===== src/rtl/instr_fetch_feeder.sv =====
// Instruction fetch feeder: reads words from a synchronous ROM, issues them to the
// processor with a Run pulse, supplies MVI immediates and waits for Done under a watchdog.
module instr_fetch_feeder #(
    parameter int           AW      = 5,
    parameter logic [2:0]   MVI_OP  = 3'b001,
    parameter int           TIMEOUT = 16
) (
    input  logic          Clock,
    input  logic          Resetn,
    input  logic          Go,
    input  logic          Stop,
    input  logic [15:0]   RomData,
    output logic [AW-1:0] RomAddr,
    output logic [15:0]   Din,
    output logic          Run,
    input  logic          Done,
    output logic          Busy,
    output logic          Timeout,
    output logic [15:0]   InstrCount,
    output logic [2:0]    dbg_state
);

    typedef enum logic [2:0] {
        IDLE  = 3'd0,
        F_INS = 3'd1,
        L_INS = 3'd2,
        F_IMM = 3'd3,
        L_IMM = 3'd4,
        ISSUE = 3'd5,
        EXEC  = 3'd6
    } state_t;

    localparam logic [7:0] WD_LAST = 8'(TIMEOUT - 1);

    state_t        state, next_state;
    logic [AW-1:0] pc_q;
    logic [15:0]   ir_q, imm_q, din_q, count_q;
    logic [7:0]    wd_q;
    logic          run_q, timeout_q, stop_pending;

    logic          go_start, load_ir, load_imm, pc_inc;
    logic          wd_clr, wd_inc, count_inc, set_timeout;
    logic [15:0]   din_d;

    // Run/Done handshake: Run is a single-cycle pulse that starts an instruction; the
    // processor answers with Done, which is only honoured while waiting in EXEC.
    always_comb begin
        next_state  = state;
        go_start    = 1'b0;
        load_ir     = 1'b0;
        load_imm    = 1'b0;
        pc_inc      = 1'b0;
        wd_clr      = 1'b0;
        wd_inc      = 1'b0;
        count_inc   = 1'b0;
        set_timeout = 1'b0;
        case (state)
            IDLE: begin
                if (Go) begin
                    go_start   = 1'b1;
                    next_state = F_INS;
                end
            end
            F_INS: next_state = L_INS;
            L_INS: begin
                load_ir    = 1'b1;
                pc_inc     = 1'b1;
                next_state = (RomData[8:6] == MVI_OP) ? F_IMM : ISSUE;
            end
            F_IMM: next_state = L_IMM;
            L_IMM: begin
                load_imm   = 1'b1;
                pc_inc     = 1'b1;
                next_state = ISSUE;
            end
            ISSUE: begin
                wd_clr     = 1'b1;
                next_state = EXEC;
            end
            EXEC: begin
                // Done takes priority over a watchdog expiring in the same cycle.
                if (Done) begin
                    count_inc  = 1'b1;
                    next_state = (stop_pending || Stop) ? IDLE : F_INS;
                end else if (wd_q == WD_LAST) begin
                    set_timeout = 1'b1;
                    next_state  = IDLE;
                end else begin
                    wd_inc = 1'b1;
                end
            end
            default: next_state = IDLE;
        endcase
    end

    // Din is registered: it takes the word being issued, then the operand seen during EXEC.
    always_comb begin
        din_d = din_q;
        if (next_state == ISSUE) begin
            din_d = load_ir ? RomData : ir_q;
        end else if (next_state == EXEC) begin
            din_d = (ir_q[8:6] == MVI_OP) ? imm_q : ir_q;
        end
    end

    always_ff @(posedge Clock or negedge Resetn) begin
        if (!Resetn) begin
            state        <= IDLE;
            pc_q         <= '0;
            ir_q         <= '0;
            imm_q        <= '0;
            din_q        <= '0;
            run_q        <= 1'b0;
            timeout_q    <= 1'b0;
            count_q      <= '0;
            wd_q         <= '0;
            stop_pending <= 1'b0;
        end else begin
            state <= next_state;
            din_q <= din_d;
            run_q <= (next_state == ISSUE);
            if (load_ir)   ir_q    <= RomData;
            if (load_imm)  imm_q   <= RomData;
            if (pc_inc)    pc_q    <= pc_q + AW'(1);
            if (count_inc) count_q <= count_q + 16'd1;
            if (wd_clr)        wd_q <= '0;
            else if (wd_inc)   wd_q <= wd_q + 8'd1;
            if (go_start)          timeout_q <= 1'b0;
            else if (set_timeout)  timeout_q <= 1'b1;
            // A stop request is remembered until the feeder drops back to IDLE.
            if (go_start || (state != IDLE && next_state == IDLE)) stop_pending <= 1'b0;
            else if (state != IDLE && Stop)                        stop_pending <= 1'b1;
        end
    end

    assign RomAddr    = pc_q;
    assign Din        = din_q;
    assign Run        = run_q;
    assign Busy       = (state != IDLE);
    assign Timeout    = timeout_q;
    assign InstrCount = count_q;
    assign dbg_state  = state;

endmodule


===== config.mk =====
export PLATFORM = sky130hd
export DESIGN_NAME = instr_fetch_feeder
export DESIGN_NICKNAME = d
export VERILOG_FILES = /design/src/rtl/instr_fetch_feeder.sv
export SDC_FILE = /design/constraint.sdc
export NUM_CORES = 1
export LEC_CHECK = 0
export ABC_CLOCK_PERIOD_IN_PS = 3000
export CORE_UTILIZATION = 45
export DETAILED_ROUTE_END_ITERATION = 7
export DONT_BUFFER_PORTS = 1
export GPL_TIMING_DRIVEN = 0
export PLACE_DENSITY = 0.58
export SLEW_MARGIN = 20
export SYNTH_ARGS = -nofsm -noshare
export SYNTH_HDL_FRONTEND = slang
export SYNTH_SLANG_ARGS = --single-unit

===== constraint.sdc =====
create_clock -name Clock -period 3 [get_ports Clock]
set_input_delay 0.6 -clock Clock [delete_from_list [all_inputs] [get_ports Clock]]
set_output_delay 0.6 -clock Clock [all_outputs]
set_load 0.02 [all_outputs]

==> flow_summary.rst <==
.. list-table::
   :header-rows: 1

   * - Metric
     - Value
   * - Portion of synthesized cell area occupied by the leading cell type
     - 52.53%
   * - Setup TNS
     - 0 ns
   * - Maximum number of pins on one net before global-route repair
     - 84
   * - Final-report max-slew violation count
     - 0
   * - Setup repair after global routing missed its margin
     - false
   * - Mapped Cells
     - 342
   * - Number of nets still failing antenna checks after routing
     - 0
   * - TritonCTS buffer count
     - 9
   * - Via count
     - 2,557
   * - Total I/O pin count
     - 64
   * - Library cell appearing most often on the critical path
     - buf_2
   * - Type of the setup path with the least slack
     - reg2reg
   * - Post-route total power
     - about 5.0 mW
   * - Average detailed-routed wire length per instance
     - 17.42 microns
   * - Top cells by area in the synthesized netlist
     - dfrtp_1, mux2_2, mux2i_1
   * - Async set-reset flop share out of synthesis
     - 100.0%
   * - Maximum net fanout on the critical path
     - 10
   * - Type of element launching the critical path
     - flip-flop
   * - Delay contributed by the slowest stage of the critical path
     - about 0.49 ns
   * - End of the worst register-to-register path
     - Din[9]
   * - Starting Density
     - 47.40%
   * - Count of endpoints failing hold in the final timing report
     - 0
   * - Leakage power
     - 1.879 nW
   * - Worst rel slew slack
     - 63.83%
   * - Initial antenna violation count
     - 0
   * - Average cell area after synthesis
     - 11.56 sq um
   * - Hpwl dp
     - 5.476 mm
   * - CP Data Arrival Time
     - 2.62 ns
   * - Non-Filler Instances
     - between 400 and 500
   * - Post-synth net total
     - 366
   * - CP delay by family, top
     - buffers and inverters
   * - Yosys warns
     - 0
   * - Data required time at the worst endpoint
     - about 3.2 ns
   * - TritonCTS clock tree
     - yes
   * - Buffer levels on the longest clock path
     - 2
   * - Layout overhead on the synthesized area
     - 9.747%
   * - Vias in the first global route
     - 2,621
   * - CTS hold repair buffers
     - 1
   * - Buf+Inv Stages, Crit Path
     - 3
   * - Overflow left after global routing
     - 0
   * - Nets@finish
     - 378
   * - Wire length of the first global-routing pass
     - between 10 and 15 mm
   * - Crit-path slowest cell
     - dfrtp_1
   * - Most instantiated flip-flop cell in the synthesis netlist
     - dfrtp_1
   * - Status
     - finished clean
   * - CP Capture Type
     - flip-flop
   * - Clock transition at the registers of the reported paths
     - 0.09 ns
   * - Clock tree sinks
     - 83
   * - Drt total wl
     - 8.081 mm
   * - Largest area contributor in the netlist
     - dfrtp_1
   * - Minimum setup slack among reg-to-reg paths
     - 0.61 ns
   * - Vias per Instance
     - about 5.5
   * - Number of cell rows
     - 33
   * - Post-synthesis sequential area ratio
     - 52.53%
   * - Post-Synthesis Cell Area
     - a little under 4000 sq um
   * - Die boundary height
     - 95.74 microns
   * - Seq cells post-synth
     - 83
   * - I/O Buffers
     - 0
   * - Achievable Freq
     - ~420 MHz
   * - Post-route clock period utilization
     - 79.66%
   * - Final antenna diode count
     - 0
   * - Postcts setup bufs
     - 0
   * - Area of the die
     - 9165 sq um
   * - Worst skew pair latency
     - 0.35 ns
   * - Gates resized, CTS repair
     - 0
   * - Placer congestion estimate
     - 0.7500
   * - Share of post-route cells with drive strength above 1
     - 23.40%
   * - Number of distinct library cell variants in the gate-level netlist after synthesis
     - 52
   * - Max-cap violation count
     - 0
   * - Startpoint of the worst-slack reg-to-reg timing path
     - dbg_state[0]
   * - Inst Count DP
     - 447
   * - Area of the core
     - 8341 sq um
   * - IR Drop Worst-Case VDD
     - 516.0 uV
   * - Power density over the cells
     - 1157 nW/um^2
   * - Cell at the root of the clock tree
     - clkbuf_8
   * - Global Route Usage Sum
     - 19.60%
   * - Class of the most critical hold timing path
     - in2async
   * - Die extent in x
     - 95.74 microns
   * - Setup Viol. Count Final
     - 0
   * - Sequence of cells on the critical path
     - buf_2, nand4b_1, o32a_1, buf_2, buf_1, nand2_1, nand3_2, o211ai_2
   * - Pre-Repair DR Iteration Count
     - 4
   * - Max Clock Skew
     - 0.01042 ns
   * - Post-route DRC
     - 0
   * - Shortest period the worst path allows
     - about 2.4 ns
   * - Reg2reg path depth
     - 8
   * - Number of synthesized flops with an enable pin
     - 0
   * - Drt initial violations
     - 102
   * - H-tree level count
     - 3
   * - Measured slew at the worst slew-check pin
     - 0.5426 ns
==> cell families after synthesis <==
kind of cell / share of synthesized area [%]
AOI/OAI and AO/OA: 7.690
muxes: 13.45
and+or+nand+nor: 15.10
xor gates and xnor gates: 5.538
buffers and inverters: 4.747
DFF: 52.53
adders and majority gates: 0.9495
==> sequential cells by signal, indices dropped and copies added (netlist names) <==
register	cells
Run	1
wd_q	8
Din	16
imm_q	16
RomAddr	5
dbg_state	3
Timeout	1
InstrCount	16
stop_pending	1
ir_q	16
==> layer usage <==
layer	up-vias	track usage [%]	share of wire, %
li1	1223	-	-
met1	1272	27.11	47
met2	50	29.58	47
met3	12	4.660	4.8
met4	0	8.085	1.9
met5	-	0	0
==> worst max-delay path by stage <==
stage            startpoint  endpoint  slack [ns]  depth (start not counted)
4_1_cts        dbg_state[0]    Din[9]        0.57                          8
3_3_place_gp   dbg_state[0]    Din[9]        0.57                          8
5_1_grt        dbg_state[0]   Din[15]        0.43                          8
6_report       dbg_state[0]    Din[9]        0.61                          8
3_5_place_dp   dbg_state[0]    Din[5]        0.59                          8
2_1_floorplan    RomData[7]   Din[10]        1.02                          5
==> synthesized netlist by cell type (2+ instances only) <==
master,count
a21oi_1,3
nor2_1,21
buf_6,3
nand3_1,20
xnor2_1,18
mux2_1,7
o22a_1,3
o211ai_2,10
nand2_1,23
o21ai_0,3
a31oi_1,2
o211ai_1,3
mux2i_1,16
dfrtp_1,83
inv_1,19
buf_2,10
nand3_2,4
nor3_1,7
xor2_1,7
ha_1,3
or3_1,2
and3_1,3
mux2_2,26
nand4_1,17
buf_4,2
==> layout by cell type, fill, tap and decap left out, types with 4 or more instances in the layout <==
| cell type | instances |
|---|---|
| xor2_1 | 7 |
| inv_1 | 19 |
| mux2_2 | 26 |
| nand4_1 | 17 |
| nand3_2 | 4 |
| nor2_1 | 21 |
| clkbuf_8 | 10 |
| mux2i_1 | 16 |
| nand3_1 | 20 |
| dfrtp_1 | 83 |
| buf_2 | 10 |
| nand2_1 | 23 |
| o211ai_2 | 10 |
| nor3_1 | 7 |
| xnor2_1 | 18 |
| mux2_1 | 7 |
==> power by group <==
group / internal [mW] / switching (mW) / total, mW
sequential: 1.55 / 0.515 / 2.07
combinational: 0.896 / 1.16 / 2.05
clock: 0.491 / 0.410 / 0.901
==> final cells by class <==
cell class | instances | area, sq um
plain buffers | 17 | 106.4
clock buffers | 10 | 137.6
clock inverters | 6 | 88.84
fillers | 758 | 4001
inverters | 21 | 81.33
multi-input cells | 221 | 1689
flip-flops and latches | 83 | 2077
well taps | 105 | 131.4
repair buffers | 1 | 27.53
==> per-stage QoR <==
stage	cell area [sq um]	utilization, %	setup WS [ns]	hold WS [ns]
final	4339	52.03	0.6103	0.1123
after global routing	4339	52.03	0.4303	0.1637
after CTS	4339	52.03	0.5719	0.1536
after detailed placement	4085	48.98	0.5890	0.3073
after global placement	4085	48.98	0.5669	0.3060
after floorplan	3954	-	1.019	0.3044
Power figures use the tool's default switching activity.
